### src/rtl/lcd_spi_sequencer.sv
// ILI9341 link sequencer: buffers {DC, byte} words, runs the LCD_RESX power-up
// timing, then hands bytes one at a time to the SPI controller via LOAD/BUSY.
module lcd_spi_sequencer #(
    parameter int FIFO_DEPTH      = 16,
    parameter int RST_LOW_CYCLES  = 1000000,
    parameter int RST_WAIT_CYCLES = 12000000
) (
    input  logic       CLK_100MHz,
    input  logic       RESET_N,
    input  logic       WR,
    input  logic [8:0] DIN,
    output logic       FULL,
    output logic       EMPTY,
    output logic       OVERFLOW,
    input  logic       CLR_OVF,
    output logic       READY,
    output logic       IDLE,
    output logic       SPI_LOAD,
    output logic [7:0] SPI_IN,
    input  logic       SPI_BUSY,
    output logic       LCD_DC,
    output logic       LCD_RESX
);

    localparam int AW = (FIFO_DEPTH > 1) ? $clog2(FIFO_DEPTH) : 1;
    localparam int CW = AW + 1;
    // A zero-cycle request behaves as a single cycle.
    localparam logic [31:0] LOW_LAST  = (RST_LOW_CYCLES  > 1) ? 32'(RST_LOW_CYCLES  - 1) : 32'd0;
    localparam logic [31:0] WAIT_LAST = (RST_WAIT_CYCLES > 1) ? 32'(RST_WAIT_CYCLES - 1) : 32'd0;
    localparam logic [CW-1:0] DEPTH_C = CW'(FIFO_DEPTH);

    typedef struct packed {
        logic       dc;
        logic [7:0] data;
    } word_t;

    typedef enum logic [2:0] {
        RST_LOW,
        RST_WAIT,
        IDLE_ST,
        WAIT_START,
        WAIT_DONE
    } state_t;

    state_t        state, state_d;
    logic [31:0]   cnt, cnt_d;
    logic [AW-1:0] wr_ptr, rd_ptr;
    logic [CW-1:0] count, count_d;
    word_t         mem [FIFO_DEPTH];
    word_t         head;
    logic          full_now, push, pop;
    logic          load_d, dc_d, resx_d, ready_d;
    logic [7:0]    spi_in_d;

    // FULL is judged on the pre-edge count, so a pop never frees room for a
    // push on the same edge.
    assign full_now = (count == DEPTH_C);
    assign push     = WR && !full_now;
    assign head     = mem[rd_ptr];

    always_ff @(posedge CLK_100MHz) begin
        if (push) mem[wr_ptr] <= word_t'(DIN);
    end

    always_ff @(posedge CLK_100MHz or negedge RESET_N) begin
        if (!RESET_N) begin
            state <= RST_LOW;
            cnt   <= '0;
        end else begin
            state <= state_d;
            cnt   <= cnt_d;
        end
    end

    always_comb begin
        state_d  = state;
        cnt_d    = cnt;
        pop      = 1'b0;
        load_d   = 1'b0;
        spi_in_d = SPI_IN;
        dc_d     = LCD_DC;
        resx_d   = LCD_RESX;
        ready_d  = READY;
        case (state)
            RST_LOW: begin
                resx_d = 1'b0;
                if (cnt == LOW_LAST) begin
                    state_d = RST_WAIT;
                    cnt_d   = '0;
                    resx_d  = 1'b1;
                end else begin
                    cnt_d = cnt + 32'd1;
                end
            end
            RST_WAIT: begin
                if (cnt == WAIT_LAST) begin
                    state_d = IDLE_ST;
                    cnt_d   = '0;
                    ready_d = 1'b1;
                end else begin
                    cnt_d = cnt + 32'd1;
                end
            end
            IDLE_ST: begin
                if (count != '0 && !SPI_BUSY) begin
                    pop      = 1'b1;
                    spi_in_d = head.data;
                    dc_d     = head.dc;
                    load_d   = 1'b1;
                    state_d  = WAIT_START;
                end
            end
            WAIT_START: begin
                if (SPI_BUSY) state_d = WAIT_DONE;
            end
            WAIT_DONE: begin
                if (!SPI_BUSY) state_d = IDLE_ST;
            end
            default: state_d = RST_LOW;
        endcase
    end

    always_comb begin
        count_d = count;
        case ({push, pop})
            2'b10:   count_d = count + CW'(1);
            2'b01:   count_d = count - CW'(1);
            default: count_d = count;
        endcase
    end

    always_ff @(posedge CLK_100MHz or negedge RESET_N) begin
        if (!RESET_N) begin
            wr_ptr   <= '0;
            rd_ptr   <= '0;
            count    <= '0;
            SPI_LOAD <= 1'b0;
            SPI_IN   <= '0;
            LCD_DC   <= 1'b0;
            LCD_RESX <= 1'b0;
            READY    <= 1'b0;
            FULL     <= 1'b0;
            EMPTY    <= 1'b1;
            OVERFLOW <= 1'b0;
            IDLE     <= 1'b0;
        end else begin
            if (push) wr_ptr <= wr_ptr + 1'b1;
            if (pop)  rd_ptr <= rd_ptr + 1'b1;
            count    <= count_d;
            SPI_LOAD <= load_d;
            SPI_IN   <= spi_in_d;
            LCD_DC   <= dc_d;
            LCD_RESX <= resx_d;
            READY    <= ready_d;
            FULL     <= (count_d == DEPTH_C);
            EMPTY    <= (count_d == '0);
            IDLE     <= ready_d && (count_d == '0) && (state_d == IDLE_ST) && !SPI_BUSY;
            // A refused write wins over a clear on the same edge.
            if (WR && full_now)
                OVERFLOW <= 1'b1;
            else if (CLR_OVF)
                OVERFLOW <= 1'b0;
        end
    end

endmodule
### config.mk
export PLATFORM = sky130hd
export DESIGN_NAME = lcd_spi_sequencer
export DESIGN_NICKNAME = d
export VERILOG_FILES = /design/src/rtl/lcd_spi_sequencer.sv
export SDC_FILE = /design/constraint.sdc
export NUM_CORES = 1
export LEC_CHECK = 0
export ABC_AREA = 0
export BUFFER_PORTS_ARGS = -buffer_cell sky130_fd_sc_hd__clkbuf_2
export CORE_AREA = 3 3 131 133
export CTS_CLUSTER_DIAMETER = 80
export CTS_CLUSTER_SIZE = 25
export DETAILED_ROUTE_END_ITERATION = 8
export DIE_AREA = 0 0 134 136
export PLACE_DENSITY = 0.73
export SYNTH_ARGS = -nofsm -noshare
export SYNTH_HDL_FRONTEND = slang
export SYNTH_SLANG_ARGS = --single-unit
### constraint.sdc
create_clock -name CLK_100MHz -period 2.9 [get_ports CLK_100MHz]
set_clock_uncertainty 0.05 [all_clocks]
set_input_delay 0.58 -clock CLK_100MHz [delete_from_list [all_inputs] [get_ports CLK_100MHz]]
set_output_delay 0.58 -clock CLK_100MHz [all_outputs]
set_load 0.01 [all_outputs]
After elaboration in Yosys (flattened, before gate mapping)

Memories as Yosys holds them, arrays and structs flattened. A register that Yosys moved wholly into a read port is not among the register bits.
Index checks and enable logic that the tools add are counted.

Flip-flop bits (word level): 55
Memories kept: 1
Bits of input ports: 14
Memory bits (writable): 144

Memory list:

| memory | depth | bits a word | rd ports | clocked after memory_dff | write ports | line | source |
|---|---|---|---|---|---|---|---|
| mem    | 16    | 9           | 1        | 1                        | 1           | 49   | `word_t mem [FIFO_DEPTH];` |

Equality and inequality tests: 11
Reduce and logical (&&, ||, !) cells: 15
Multiplexer cells: 19
Add/sub/neg operators: 5

Operators by type and width:

| operator                                                                | number |
|---|---|
| 32-bit two-way mux                                                      | 2 |
| 32-bit one-hot mux with 2 select lines                                  | 1 |
| 32-bit by 1-bit adder with 32-bit output, second input constant         | 1 |
| 32-bit by 20-bit equality test with 1-bit output, second input constant | 1 |
| 32-bit by 24-bit equality test with 1-bit output, second input constant | 1 |
| 3-bit two-way mux                                                       | 5 |
| 3-bit one-hot mux with 5 select lines                                   | 1 |
| 5-bit equality test, second input constant                              | 2 |
| 5-bit one-hot mux with 2 select lines                                   | 1 |
| 3-bit by 2-bit equality test with 1-bit output, second input constant   | 3 |
| 1-bit two-way mux                                                       | 9 |
| 4-bit by 1-bit adder with 4-bit output, second input constant           | 2 |
| 1-bit logical AND                                                       | 6 |
| 5-bit by 1-bit adder with 5-bit output, second input constant           | 1 |
| 5-bit logical NOT                                                       | 1 |
| 5-bit nonzero test                                                      | 1 |
| 5-bit by 1-bit subtractor with 5-bit output, second input constant      | 1 |
| 2-bit nonzero test                                                      | 2 |
| 3-bit by 1-bit equality test with 1-bit output, second input constant   | 1 |
| 3-bit equality test, second input constant                              | 1 |
| 1-bit logical NOT                                                       | 3 |
| 3-bit logical NOT                                                       | 1 |
| 2-bit by 1-bit equality test with 1-bit output, second input constant   | 1 |
| 2-bit equality test, second input constant                              | 1 |
| 2-bit AND reduction                                                     | 1 |

Longest topological paths before layout

Depth after elaboration: 10
Gate-level depth with buffers: 14
Mapped depth without buffers: 12

Worst setup path after synthesis

OpenSTA, ideal clock, no wires.

Path type: reg-to-reg
Start: reg count[0]
End: reg IDLE
Data arrival time: 2,693 ps
Data required time: 2,754 ps
Slack: 61 ps
Stages on the path, launching flop included: 9
Clock period less this slack: 2,839 ps
Cell sequence: dfrtp_1 or3_4 o311a_1 ha_1 clkbuf_1 mux2_2 a2111oi_2 nor3_1 nor4_2

Cells in the longest elaborated chain, start to end: 10

Ends and longest elaborated chain:

| element                                                                               | line | source |
|---|---|---|
| start: declaration                                                                    | 48   | `logic [CW-1:0] count, count_d;` |
| start signal: assignment                                                              | 149  | `count <= count_d;` |
| 5-bit nonzero test                                                                    | 105  | `if (count != '0 && !SPI_BUSY) begin` |
| 1-bit logical AND                                                                     | 105  |  |
| 1-bit two-way mux                                                                     | 105  |  |
| 1-bit two-way mux                                                                     | 84   | `case (state)` |
| 2-bit by 1-bit equality test with 1-bit output or 2-bit equality test (tied branches) | 125  | `case ({push, pop})` |
| 5-bit one-hot mux with 2 select lines *                                               | 125  |  |
| named net count_d[1]                                                                  | 48   |  |
| 5-bit logical NOT *                                                                   | 157  | `IDLE <= ready_d && (count_d == '0) && (state_d == IDLE_ST) && !SPI_BUSY;` |
| 1-bit logical AND * (3 in series)                                                     | 157  |  |
| end signal: assignment                                                                | 157  |  |
| end: declaration                                                                      | 17   | `output logic IDLE,` |

The timed path passes the listed nets; every way through them passes the cells marked *.
A chain may end at the register's enable or synchronous reset.

Worst setup path after layout

Start: reg count[0]
End: reg EMPTY

Cells in the longest elaborated chain, start to end: 7

Ends and longest elaborated chain:

| element                                                                               | line | source |
|---|---|---|
| 5-bit nonzero test                                                                    | 105  |  |
| 1-bit logical AND                                                                     | 105  |  |
| 1-bit two-way mux                                                                     | 105  |  |
| 1-bit two-way mux                                                                     | 84   |  |
| 2-bit by 1-bit equality test with 1-bit output or 2-bit equality test (tied branches) | 125  |  |
| 5-bit one-hot mux with 2 select lines *                                               | 125  |  |
| named net count_d[1]                                                                  | 48   |  |
| 5-bit logical NOT *                                                                   | 156  | `EMPTY <= (count_d == '0);` |
| end signal: assignment                                                                | 156  |  |
| end: declaration                                                                      | 13   | `output logic EMPTY,` |

Marked as above.

==> qor.yml <==
arrival_ns: 3.11
cts_sinks: 208
final_common_cell: "edfxtp_1"
syn_inst: 522
grt_max_degree: 40
drive_above_1_share_pct: 27.5
worstMarginPinSlew_ns: 0.732
rsz0062_at_grt: "yes"
dp_cells: 782
synthFlopType: "edfxtp_1"
fin_crit_sh_pct: 96.0
syn_avg_cell_area_um2: 16.7
ys_seq_area_share_pct: 68.1
die_x_um: 134
drv_cap: 0
overflow: 0
synth-compound-area-share_pct: 1.95
dr.pass1.iters: 5
syn_area_um2: 8700
synth_xor_area_share_pct: 4.51
die_h_um: 136
rows: 46
cp.required_ns: 3.23
cts_buffer_depth: 3
rrSetupSlack_ns: 0.11
regArea_um2: 5930
nets: 602
dr.first_iter.drc_count: 470
status: "complete, no violations"
critPathKind: "flip-flop to flip-flop"
p_leak_nw: 3.52
fin_crit_ns: 2.79
synth_edf_count: 144
r2r_end: "EMPTY"
drc_errors: 0
hold_class: "input port to async pin"
synth_warnings: 0
hold_buffers: 0
area_growth_pct: 12.2
multi_input_area_um2: 2670
dp_slack_ns: 0.0484
maxSlewViolCount: 0
synth_top_family_by_area: "multiplexers"
insertion_delay_ns: 0.46
io_buffers: 29
ant_nets: 0
htreeDepth: 1
fmax_mhz: 359
routedWlPerCell_um: 21.4
max-slew-margin-rel_pct: 51.2
grt_pass1_vias: 4797
reg2reg_depth: 10
clk_pin_slew_worst_paths_ns: 0.09
coreArea_um2: 15900
grt_pass1_wl_um: 26900
setup_viol_count_final: 0
io_pins: 30
mostFrequentLayoutCells: "edfxtp_1 (144), dfrtp_1 (62), mux4_2 (45)"
synth_fp_nets: 544
nFillCells: 1145
ys_ff_latch: 208
synth.area.mux_share_pct: 13.6
reg2reg_from: "count[0]"
fin_ws_ns: 0.115
grtUsageTotal_pct: 19.3
antenna_cells: 0
dieArea_um2: 18200
critPathCaptureType: "flip-flop"
finalHoldViolCount: 0
dp_hpwl_um: 11400
synthSimpleGateAreaFrac_pct: 8.74
antenna_found_initial: 0
p_total_mw: 8.10
cp_max_fo: 8
start_kind: "flip-flop"
via_per_inst: 5.83
cts_buffers: 12
wirelength_um: 17100
synth_fa_ha_area_share_pct: 1.15
cts_root_buf: "clkbuf_16"
max-vdd-ir-drop_mv: 0.551
num_vias: 4671
start_util_pct: 54.6
synth_cell_type_count: 50
routabilityCongestion: 0.803
powerDensity_nw_per_um2: 830
cts_tree: "done"
final_cells: 801
async_flop_share_pct: 30.8
-- timing repair --
action / in CTS / in global routing
resized for setup: 0 / 7
setup buffers: 0 / 0
endpoints found under the setup margin: 0 / 3
-- state kept, by name, summed over array words and instances (netlist names) --
| name | cells |
|---|---|
| EMPTY | 1 |
| FULL | 1 |
| IDLE | 1 |
| LCD_DC | 1 |
| LCD_RESX | 1 |
| OVERFLOW | 1 |
| READY | 1 |
| SPI_IN | 8 |
| SPI_LOAD | 1 |
| cnt | 32 |
| count | 5 |
| mem | 144 |
| rd_ptr | 4 |
| state | 3 |
| wr_ptr | 4 |
-- Yosys cell counts, types with 6 or more instances --
cell      number  area, um2
nand3_1        8       40.0
nand2_1       22       82.6
nor3_1         8       40.0
nor4_1         9       56.3
clkbuf_1      11       41.3
inv_1         11       41.3
dfrtp_1       63       1580
mux2_2        13        146
xnor2_1       25        219
and2_1        11       68.8
edfxtp_1     144       4320
nand4_1       14       87.6
a21oi_1        6       30.0
nor2_1        41        154
mux4_2        45       1010
ha_1           8        100
xor2_1        18        158
and3_1         6       37.5
-- power by group --
group,internal (mW),leakage [nW],total (mW),switching [mW]
sequential,3.60,2.14,3.95,0.346
clock,0.941,0.188,1.83,0.889
combinational,1.19,1.19,2.32,1.13
-- through the flow --
step           hold WS (ns)  cell area [um2]   TNS, ns  utilization [%]
6_report              0.117             9760         0             61.2
4_1_cts               0.131             9720         0             61.0
5_1_grt               0.148             9760  -0.00952             61.2
3_5_place_dp          0.430             9330         0             58.5
2_1_floorplan         0.234             8700         0                -
3_3_place_gp          0.422             9330         0             58.5
-- metal layers --
| metal | wire, um | global-route usage [%] | vias up |
|---|---|---|---|
| li1 | - | - | 2103 |
| met1 | 7270 | 26.6 | 2420 |
| met2 | 8800 | 33.9 | 130 |
| met3 | 781 | 2.63 | 18 |
| met4 | 257 | 3.37 | 0 |
| met5 | 0 | 0 | - |
-- layout make-up --
| class | instances | share of cell area [%] |
|---|---|---|
| clock buffers | 16 | 3.55 |
| clock inverters | 3 | 0.448 |
| inverters | 13 | 0.628 |
| multi-input cells | 280 | 27.4 |
| flip-flops and latches | 208 | 60.7 |
| well taps | 216 | 2.77 |
| repair buffers | 65 | 4.51 |
-- worst max path at each step --
stage             start  slack (ns)  cells past startpoint  endpoint
2_1_floorplan  count[0]        0.06                      8      IDLE
3_3_place_gp   SPI_BUSY        0.12                     10      IDLE
3_5_place_dp   count[0]        0.05                      9      FULL
4_1_cts        count[0]        0.02                      9      FULL
5_1_grt        count[0]       -0.01                     10     EMPTY
6_report       count[0]        0.11                     10     EMPTY
-- critical path, stage by stage, from the launching register on --
cell       delay (ns)
dfrtp_1          0.40
or3_4            0.42
o21a_4           0.26
clkinv_8         0.08
nand2_8          0.08
xnor2_2          0.14
ha_1             0.30
mux2_2           0.31
a2111oi_2        0.32
nor3_2           0.13
nor3_1           0.21
-- cells by family (layout without fill, tap and decap cells) --
logic type,after synthesis,in the layout
and+or+nand+nor,143,143
adders and majority gates,8,8
muxes,60,60
xor gates and xnor gates,44,44
buffers and inverters,34,97
DFF,208,208
AOI/OAI and AO/OA,25,25
(Power assumes the default switching activity.)
